==> config.mk <==
export PLATFORM = sky130hd
export DESIGN_NAME = gpio_code_entry
export DESIGN_NICKNAME = d
export VERILOG_FILES = /design/src/rtl/gpio_code_entry.sv
export SDC_FILE = /design/constraint.sdc
export NUM_CORES = 1
export LEC_CHECK = 0
export BUFFER_PORTS_ARGS = -buffer_cell sky130_fd_sc_hd__buf_2
export CAP_MARGIN = 20
export CORE_AREA = 2 2 73 75
export CTS_CLUSTER_DIAMETER = 60
export CTS_CLUSTER_SIZE = 25
export DETAILED_ROUTE_END_ITERATION = 16
export DIE_AREA = 0 0 75 77
export PLACE_DENSITY = 0.58
export REMOVE_ABC_BUFFERS = 1
export SKIP_CTS_REPAIR_TIMING = 1
export SLEW_MARGIN = 40
export SYNTH_ARGS = -nofsm -noshare
export SYNTH_HDL_FRONTEND = slang
export SYNTH_SLANG_ARGS = --single-unit
==> constraint.sdc <==
create_clock -name CLOCK_50 -period 2.25 [get_ports CLOCK_50]
set_input_delay 0.45 -clock CLOCK_50 [delete_from_list [all_inputs] [get_ports CLOCK_50]]
set_output_delay 0.45 -clock CLOCK_50 [all_outputs]
set_load 0.02 [all_outputs]
==> src/rtl/gpio_code_entry.sv <==
// rtl/gpio_code_entry.sv - three-symbol code entry from debounced GPIO push-buttons
module gpio_code_entry #(
    parameter int DEBOUNCE_CYCLES = 500_000
) (
    input  logic       CLOCK_50,
    input  logic       reset,
    input  logic [2:0] GPIO,
    input  logic       code_ack,
    output logic [1:0] a,
    output logic [1:0] b,
    output logic [1:0] c,
    output logic [1:0] num_inputs,
    output logic       code_valid,
    output logic       entry_error
);

    localparam int              CNT_W   = $clog2(DEBOUNCE_CYCLES);
    localparam logic [CNT_W-1:0] CNT_MAX = CNT_W'(DEBOUNCE_CYCLES - 1);

    typedef enum logic [2:0] {
        S_LOAD_A, S_WAIT_A, S_LOAD_B, S_WAIT_B, S_LOAD_C, S_WAIT_C, S_DONE
    } state_t;

    logic [2:0]       sync_q, sync_d, raw_q, raw_d, raw_prev_q, raw_prev_d, deb_q, deb_d;
    logic [CNT_W-1:0] cnt_q, cnt_d;
    state_t           state_q, state_d;
    logic [1:0]       a_q, a_d, b_q, b_d, c_q, c_d, num_q, num_d;
    logic             err_q, err_d;
    logic             deb_upd, press, multi;
    logic [1:0]       sym;

    always_comb begin
        sync_d     = GPIO;
        raw_d      = sync_q;
        raw_prev_d = raw_q;
        deb_d      = deb_q;
        cnt_d      = cnt_q;
        deb_upd    = 1'b0;
        if (raw_q == deb_q || raw_q != raw_prev_q) begin
            cnt_d = '0;
        end else if (cnt_q == CNT_MAX) begin
            deb_d   = raw_q;
            cnt_d   = '0;
            deb_upd = 1'b1;
        end else begin
            cnt_d = cnt_q + CNT_W'(1);
        end
    end

    // Events fire only on the debounced 000 -> non-zero transition itself.
    assign press = deb_upd && (deb_q == 3'b000) && $onehot(raw_q);
    assign multi = deb_upd && (deb_q == 3'b000) && !$onehot(raw_q);
    assign sym   = raw_q[0] ? 2'd0 : (raw_q[1] ? 2'd1 : 2'd2);

    always_comb begin
        state_d = state_q;
        a_d     = a_q;
        b_d     = b_q;
        c_d     = c_q;
        num_d   = num_q;
        err_d   = 1'b0;
        case (state_q)
            S_LOAD_A: begin
                if (press) begin
                    a_d     = sym;
                    num_d   = num_q + 2'd1;
                    state_d = S_WAIT_A;
                end else if (multi) begin
                    err_d = 1'b1;
                end
            end
            S_WAIT_A: if (deb_q == 3'b000) state_d = S_LOAD_B;
            S_LOAD_B: begin
                if (press) begin
                    b_d     = sym;
                    num_d   = num_q + 2'd1;
                    state_d = S_WAIT_B;
                end else if (multi) begin
                    err_d = 1'b1;
                end
            end
            S_WAIT_B: if (deb_q == 3'b000) state_d = S_LOAD_C;
            S_LOAD_C: begin
                if (press) begin
                    c_d     = sym;
                    num_d   = num_q + 2'd1;
                    state_d = S_WAIT_C;
                end else if (multi) begin
                    err_d = 1'b1;
                end
            end
            S_WAIT_C: if (deb_q == 3'b000) state_d = S_DONE;
            S_DONE: begin
                if (code_ack) begin
                    a_d     = 2'd0;
                    b_d     = 2'd0;
                    c_d     = 2'd0;
                    num_d   = 2'd0;
                    state_d = S_LOAD_A;
                end
            end
            default: state_d = S_LOAD_A;
        endcase
    end

    always_ff @(posedge CLOCK_50) begin
        if (reset) begin
            sync_q     <= 3'b000;
            raw_q      <= 3'b000;
            raw_prev_q <= 3'b000;
            deb_q      <= 3'b000;
            cnt_q      <= '0;
            state_q    <= S_LOAD_A;
            a_q        <= 2'd0;
            b_q        <= 2'd0;
            c_q        <= 2'd0;
            num_q      <= 2'd0;
            err_q      <= 1'b0;
        end else begin
            sync_q     <= sync_d;
            raw_q      <= raw_d;
            raw_prev_q <= raw_prev_d;
            deb_q      <= deb_d;
            cnt_q      <= cnt_d;
            state_q    <= state_d;
            a_q        <= a_d;
            b_q        <= b_d;
            c_q        <= c_d;
            num_q      <= num_d;
            err_q      <= err_d;
        end
    end

    assign a           = a_q;
    assign b           = b_q;
    assign c           = c_q;
    assign num_inputs  = num_q;
    assign code_valid  = (state_q == S_DONE);
    assign entry_error = err_q;

endmodule

; ---- After elaboration in Yosys (flattened, before gate mapping)
; Cells that the tools add are included.
[classes]
shift = 0
n_addsub = 4
n_div = 0
muxes = 20
eq_ne = 18
mul = 0
order_cmp = 0
bitwise = 2
reduce_logical = 20
[ops]
columns = operator, n
row1 = $mux 3, 7
row2 = $pmux 3 s7, 1
row3 = $add 19x1->19 const B, 1
row4 = $eq 19x19->1 const B, 1
row5 = $pmux 2 s2, 4
row6 = $ne 2x2->1 const B, 7
row7 = $reduce_and 3->1, 4
row8 = $mux 2, 5
row9 = $eq 3x3->1 const B, 3
row10 = $reduce_or 3->1, 3
row11 = $reduce_bool 2->1, 4
row12 = $reduce_and 7->1, 1
row13 = $eq 3x2->1 const B, 2
row14 = $logic_not 3->1, 2
row15 = $eq 3x1->1 const B, 1
row16 = $eq 3x3->1, 1
row17 = $logic_and 1x1->1, 3
row18 = $mux 1, 3
row19 = $ne 3x3->1, 1
row20 = $add 1x1->2, 1
row21 = $add 2x1->2, 1
row22 = $add 2x1->2 const B, 1
row23 = $eq 2x1->1 const B, 1
row24 = $ne 2x1->1 const B, 1
row25 = other kinds (4), 5
[word_totals]
latch_bits = 0
mem_bits_ro = 0
memories = 0
output_inout_bits = 10
elab_cells = 75
ff_bits = 43
in_bits = 6
ramBits = 0

; ---- Depth between registers and ports, before layout
; Gate-level depths: netlist of run 1.
[depth]
ltp_word = 7
ltp_mapped = 8
depth_no_buf = 8

; ---- Worst setup path after synthesis of run 1
; No wires, ideal clock.
[synth_path]
kind = reg2reg
from = register raw_q[0], in the netlist raw_prev_d[0]
to = register b_q[1], in the netlist b[1]
t_arrival_ps = 1720
stages_incl_launch_ff = 7
path_slack_ps = 404
period_less_slack_ps = 1846
required_ps = 2124
cell_sequence = dfxtp_1 inv_1 fa_1 nor2b_1 nand4_2 a211oi_1 o22ai_1
[synth_between]
elab_chain_len = 7
word_cells_on_any_way = 14
cone_classes = 2 x add/sub / 4 x eq/ne / 4 x mux / 4 x reduce/logical
[synth_rtl]
columns = element, line_no
row1 = "start, declared", 24  ; logic [2:0] sync_q, sync_d, raw_q, raw_d, raw_prev_q, raw_prev_d, deb_q, deb_d;
row2 = "start signal, assigned", 121  ; raw_q <= raw_d;
row3 = "parallel branches: the longest is 7 deep, another holds $add 1x1->2", -
row4 = "end signal, assigned", 115  ; b_q <= 2'd0;
row5 = "end signal, assigned", 127  ; b_q <= b_d;
row6 = "end, declared", 27  ; logic [1:0] a_q, a_d, b_q, b_d, c_q, c_d, num_q, num_d;
; Parallel ways; which one is timed is not known. The select of a mux whose other input is x is not followed.
; A chain may end at the register's enable or synchronous reset.

; ---- Final worst setup path of run 1
[layout_path]
from = register raw_q[1], in the netlist raw_prev_d[1]
to = register b_q[0], in the netlist b[0]
; Same word-level chain as after synthesis.

==> metrics.txt, run 1 <==
cell area after placement=2100 sq um; core area=approximately 5000 sq um; first-pass GRT wire length=6160 um; number of diodes=0; Die Ht=77 um; met2 wire len=1620 um; met1 wire length=1760 um; io pins=16; Starting Density=roughly 39%; Lkg Pwr=0.851 nW; clk_lat worst skew=300 ps; Max VDD drop=0.000319 V; Storage cell area=roughly 860 sq um; worst-path fanout max=5; type of the most critical hold path=in2reg; sequential area share after synthesis=44.6%; multi-input logic area=approximately 1000 sq um; Worst Setup Path Type=reg2reg; routed wl met3=127 um; Buffers on Ports=15; drt via density=a little under 5; Max-Cap Viols=0; htree depth=2; vias in the first global route=between 1000 and 1500; vias=1514; hold path start=GPIO[2]; Die Width=75 um; switching share of power=21.1%; clock share of power=around 44%; critical path required time=2430 ps; CP delay by family, top=compound AO/OA/AOI/OAI gates; drt total wl=approximately 3600 um; gr usage total=13.4%; Worst Tran Pin Value=approximately 420 ps; antenna violations before repair=0; Max Clock Freq=497 MHz; Post-DP HPWL=2600 um; Final GP Congestion=0.836; Worst Path Buf+Inv=1; clock buffer depth=2; Int Power=1.15 mW; top sig layer=met4; drt pass-1 iters=4; # DRC=0; number of synthesized register bits=43; Reg power frac=52.7%; Finished Core Util=44.6%; syn_area_per_cell=roughly 9 sq um; r2r startpoint=raw_prev_d[1]$_SDFF_PP0_; distinct cell type count after synthesis=39; arrival time worst endpoint=2190 ps; clk slew on worst S/H paths=90 ps; Final Power=1.46 mW; critical path, cell by cell=inv_1, fa_1, nor2b_1, nand4_2, a211oi_1, o22ai_1; result of the run=completed; final hold violations=0; Sink Count=43; post-place setup slack=230 ps; Nets=247; Die ar.=5780 sq um; Std-Cell Rows=26; routed len/inst=11.5 um; CP max stage delay=between 400 and 500 ps; Tmin final=roughly 2000 ps; CTS tree=done; Final setup viols=0; share of layout cells above drive strength 1=12.5%; filler instances=approximately 480; Critical Path Source=raw_prev_d[1]$_SDFF_PP0_; Post-Syn Area=1930 sq um; Worst path slowest cell=fa_1; Syn-to-layout area delta=15.0%; commonest non-fill, non-tap cell in the layout=dfxtp_1; post-route setup slack=between 200 and 250 ps; RSZ-0062 raised after global routing=false; sw power=about 0.31 mW; number of routed nets with antenna violations=0; Slew headroom=72.0%; cell count after synthesis=218; Starting DRT DRC Count=58; pin count of the biggest net entering global routing=20; PwrDens=660 nW/um^2; clk_skew=10.6 ps; Setup TNS Final=0 ps; crit path capture type=flip-flop; Num CTS Buffers=5; Final Cycle Share=89.4%; design area=~2200 sq um; commonest non-fill, non-tap cells in the layout=43 x dfxtp_1, 38 x nor2_1, 16 x xor2_1; Max Transition Viols Final=0; combinational share of power=3.7%; Setup crit start kind=flip-flop; Remaining Overflow, GRT=0; root buffer cell=clkbuf_8; Ys Warns=0
[worst reg2reg max path, cell delays in order, from the launching register on]
cell	delay, ps
dfxtp_1	400
inv_1	110
fa_1	450
nor2b_1	260
nand4_2	180
a211oi_1	380
o22ai_1	110
[per-layer routing]
layer	global-route usage, %	vias up
met5	0	-
met3	2.76	10
met4	5.71	0
li1	-	791
met1	17.4	683
met2	21.1	30
[per-stage QoR]
step,hold WS [ps],cells
final,358,310
after global routing,352,310
after CTS,351,310
after detailed placement,422,302
after global placement,419,302
after floorplan,414,212
[worst paths after layout]
check / end / slack (ps) / cells after the start
worst min-delay path: raw_d[2]$_SDFF_PP0_ / 360 / 2
worst max-delay path: b[0]$_SDFFE_PP0P_ / 240 / 6
worst max register to register: b[0]$_SDFFE_PP0P_ / 240 / 6
worst min register to register: raw_prev_d[1]$_SDFF_PP0_ / 440 / 1
[cell families after synthesis]
logic type               Yosys count  synth area share (%)
AND/OR/NAND/NOR                  113                  32.0
flip-flops                        43                  44.6
XOR/XNOR                          23                  10.4
AO/OA/AOI/OAI                     18                  5.45
buffers and inverters             14                  3.18
multiplexers                       5                  2.59
adder cells (fa/ha/maj)            2                  1.69
[power groups by stage]
stage / Clock (mW) / Combinational, mW / Sequential (mW)
floorplan: 0 / 0.0319 / 0.790
CTS: 0.656 / 0.0550 / 0.772
global placement: 0 / 0.0553 / 0.790
detailed placement: 0 / 0.0553 / 0.790
finish: 0.638 / 0.0538 / 0.772
global route: 0.688 / 0.0608 / 0.774
[synth_stat cells, drive strengths merged]
cell,number,share of area [%]
and4,2,0.91
o22ai,4,1.3
nand2b,4,1.3
a221oi,1,0.45
a31oi,1,0.32
buf,2,0.84
a21oi,6,1.6
o21bai,1,0.39
nand3,12,3.1
mux2i,5,2.6
clkbuf,4,0.78
dfxtp,43,45
xor2,16,7.3
xnor2,7,3.2
ha,1,0.65
and3,6,1.9
nor2,38,7.4
a211oi,1,0.39
nor4,1,0.32
nor4b,2,0.91
and2,3,0.97
nand4b,1,0.45
nand3b,4,1.6
nor4bb,3,1.6
fa,1,1.0
inv,8,1.6
or4,3,1.2
or4b,1,0.52
nand2,10,1.9
nor3,6,2.1
nor2b,9,2.9
or2,1,0.32
o21ai,4,1.0
nand4,6,2.3
or3,1,0.32
[state kept, by name (all words and copies together) (netlist names)]
signal / flops
state_q: 3
entry_error: 1
deb_q: 3
num_inputs: 2
raw_prev_d: 3
a: 2
b: 2
raw_d: 3
cnt_q: 19
raw_prev_q: 3
c: 2
[cell type report]
class	count	share of cell area, %
multi-input cells	161	45.4
flip-flops and latches	43	38.8
repair buffers	20	5.07
well taps	70	3.95
clock buffers	6	3.72
clock inverters	2	1.75
inverters	8	1.35
(Power assumes the default switching activity.)
==> run 2, diff against run 1 <==
--- a/config.mk
+++ b/config.mk
@@ -5,14 +5,15 @@
 export SDC_FILE = /design/constraint.sdc
 export NUM_CORES = 1
 export LEC_CHECK = 0
+export ABC_AREA = 1
 export BUFFER_PORTS_ARGS = -buffer_cell sky130_fd_sc_hd__buf_2
 export CAP_MARGIN = 20
-export CORE_AREA = 2 2 73 75
+export CORE_AREA = 2 2 75 77
 export CTS_CLUSTER_DIAMETER = 60
 export CTS_CLUSTER_SIZE = 25
 export DETAILED_ROUTE_END_ITERATION = 16
-export DIE_AREA = 0 0 75 77
-export PLACE_DENSITY = 0.58
+export DIE_AREA = 0 0 77 79
+export PLACE_DENSITY = 0.57
 export REMOVE_ABC_BUFFERS = 1
 export SKIP_CTS_REPAIR_TIMING = 1
 export SLEW_MARGIN = 40
==> run 2 against run 1 <==
Sequential share of layout area decreased by 1.8 points; clock skew increased by 2.0 ps; worst setup slack improved by 140 ps; critical path type unchanged; largest cell class unchanged; highest routed layer unchanged.
==> metrics.txt, run 2 <==
critical path required time=around 2400 ps; number of synthesized register bits=between 40 and 50; pin count of the biggest net entering global routing=19; antenna violations before repair=0; type of the most critical hold path=in2reg; Starting Density=a little under two fifths; final hold violations=0; Nets=317; commonest non-fill, non-tap cells in the layout=61 x nand2_1, 43 x dfxtp_1, 40 x nor2_1; number of diodes=0; result of the run=completed; Max VDD drop=between 0.0003 and 0.0004 V; Buffers on Ports=15; clock buffer depth=2; io pins=16; htree depth=2; async set-reset flop share out of synthesis=0%; placed cells=roughly 370; # DRC=0; Final GP Congestion=0.785; worst-path fanout max=6; post-route setup slack=about 380 ps; commonest non-fill, non-tap cell in the layout=nand2_1; Final Power=1.53 mW; Die ar.=6080 sq um; Finished Core Util=a little over two fifths; most frequent cell after synthesis=nand2_1; Synth top area share=42.6%; Lkg Pwr=around 0.91 nW; Final Non-Filler Cells=382; Final Cycle Share=83.2%; clk_skew=12.6 ps; filler instances=592; crit path capture type=flip-flop; vias in the first global route=1565; Starting DRT DRC Count=64; sequential area share after synthesis=between 40% and 50%; hold path start=GPIO[0]; drt total wl=3710 um; Hold Path Cell Cnt=3; synth top area cells=dfxtp_1 43%, nand2_1 11%, nor2_1 7.4%, inv_1 6.9%, nand3_1 6.4%; Max Clock Freq=534 MHz; RSZ-0062 raised after global routing=false; Final setup viols=0; drt via density=4.50; Reg with most FFs=cnt_q; arrival time worst endpoint=roughly 2000 ps; FF-to-FF End=num_inputs[0]$_SDFFE_PP0P_; Post-Syn Area=2020 sq um; Storage cell area=861 sq um; Worst Setup Path Type=reg2reg; Setup TNS Final=0 ps; Die Width=roughly 77 um; Syn-to-layout area delta=15.0%; max FFs per register=19; r2r startpoint=raw_prev_d[1]$_SDFF_PP0_; first-pass GRT wire length=6640 um; Num CTS Buffers=5; largest area contributor in the netlist=dfxtp_1; number of routed nets with antenna violations=0; hold endpoint=raw_d[0]$_SDFF_PP0_; Setup crit start kind=flip-flop; core area=5340 sq um; syn_area_per_cell=between 7 and 8 sq um; cell count after synthesis=~290; Remaining Overflow, GRT=0; drt pass-1 iters=4; Sink Count=43; Std-Cell Rows=27; Max Transition Viols Final=0; Max-Cap Viols=0; Die Ht=79 um; PwrDens=657 nW/um^2; EDFF count, synth=0; R2R Setup Slk=380 ps; vias=1719; distinct cell type count after synthesis=28; Worst Reg-to-Reg Cells=8; synth cell count leaders=61 x nand2_1, 43 x dfxtp_1, 40 x nor2_1; post-place setup slack=378 ps; multi-input logic area=961 sq um; Post-DP HPWL=2750 um; gr usage total=13.7%; root buffer cell=clkbuf_8; clk_lat worst skew=about 300 ps; Worst Tran Pin Value=between 400 and 500 ps; Ys Warns=0; clk slew on worst S/H paths=80 ps; Tmin final=between 1500 and 2000 ps; Slew headroom=between 70% and 80%; share of layout cells above drive strength 1=roughly 14%; routed len/inst=9.71 um; CTS tree=done; ys flop type=dfxtp_1
-- run 2: cell count changes after synthesis, sizes merged, moves of 4 or more --
cell	change
nand2	+55
inv	+38
a21oi	+14
nand3	+14
xor2	-10
nor2b	-9
and3	-6
nor2	+6
mux2i	-5
nand2b	-4
nand3b	-4
o22ai	-4
xnor2	-4
-- run 2: critical path: stages (launching register included) --
cell and delay (ps):
dfxtp_1 400, inv_2 90, fa_1 450, nor2_1 310, nand4_1 170, nand2_1 150
nand3_1 90, nand2_1 70, nor2_1 40
-- run 2: worst max path at each step --
stage	startpoint	endpoint	cells after the start
global route	cnt_q[0]$_SDFF_PP0_	cnt_q[18]$_SDFF_PP0_	10
CTS	cnt_q[0]$_SDFF_PP0_	num_inputs[1]$_SDFFE_PP0P_	9
detailed placement	raw_prev_d[1]$_SDFF_PP0_	c[1]$_SDFFE_PP0P_	8
finish	raw_prev_d[1]$_SDFF_PP0_	num_inputs[0]$_SDFFE_PP0P_	8
global placement	raw_prev_d[0]$_SDFF_PP0_	c[0]$_SDFFE_PP0P_	8
floorplan	raw_prev_d[0]$_SDFF_PP0_	num_inputs[0]$_SDFFE_PP0P_	8
-- run 2: through the flow --
step                area [sq um]  hold WS (ps)
floorplan                   2000           388
global placement            2190           391
detailed placement          2190           394
CTS                         2330           347
global route                2330           343
finish                      2330           358
-- run 2: cells by family after synthesis --
logic type | Yosys count | share of synthesized area (%)
adder cells (fa/ha/maj) | 2 | 1.61
flip-flops | 43 | 42.6
buffers and inverters | 51 | 9.90
XOR/XNOR | 9 | 3.90
AND/OR/NAND/NOR | 154 | 34.9
AO/OA/AOI/OAI | 28 | 7.12
-- run 2: area by class of cell --
| class | count | share of cell area, % |
|---|---|---|
| repair buffers | 19 | 4.52 |
| multi-input cells | 193 | 41.3 |
| inverters | 47 | 7.58 |
| clock buffers | 6 | 3.12 |
| flip-flops and latches | 43 | 37.0 |
| well taps | 72 | 3.87 |
| clock inverters | 2 | 2.58 |
-- run 2: routing by layer --
| metal | global-route usage, % | vias to the layer above | wire length (um) |
|---|---|---|---|
| li1 | - | 949 | - |
| met1 | 17.1 | 749 | 1920 |
| met2 | 21.9 | 19 | 1650 |
| met3 | 4.43 | 2 | 114 |
| met4 | 5.36 | 0 | 24 |
| met5 | 0 | - | 0 |
-- run 2: power by group --
part / leakage, nW / total [mW] / internal (mW) / switching [mW]
Sequential: 0.348 / 0.773 / 0.768 / 0.00460
Clock: 0.0654 / 0.705 / 0.444 / 0.262
Combinational: 0.492 / 0.0503 / 0.0169 / 0.0334
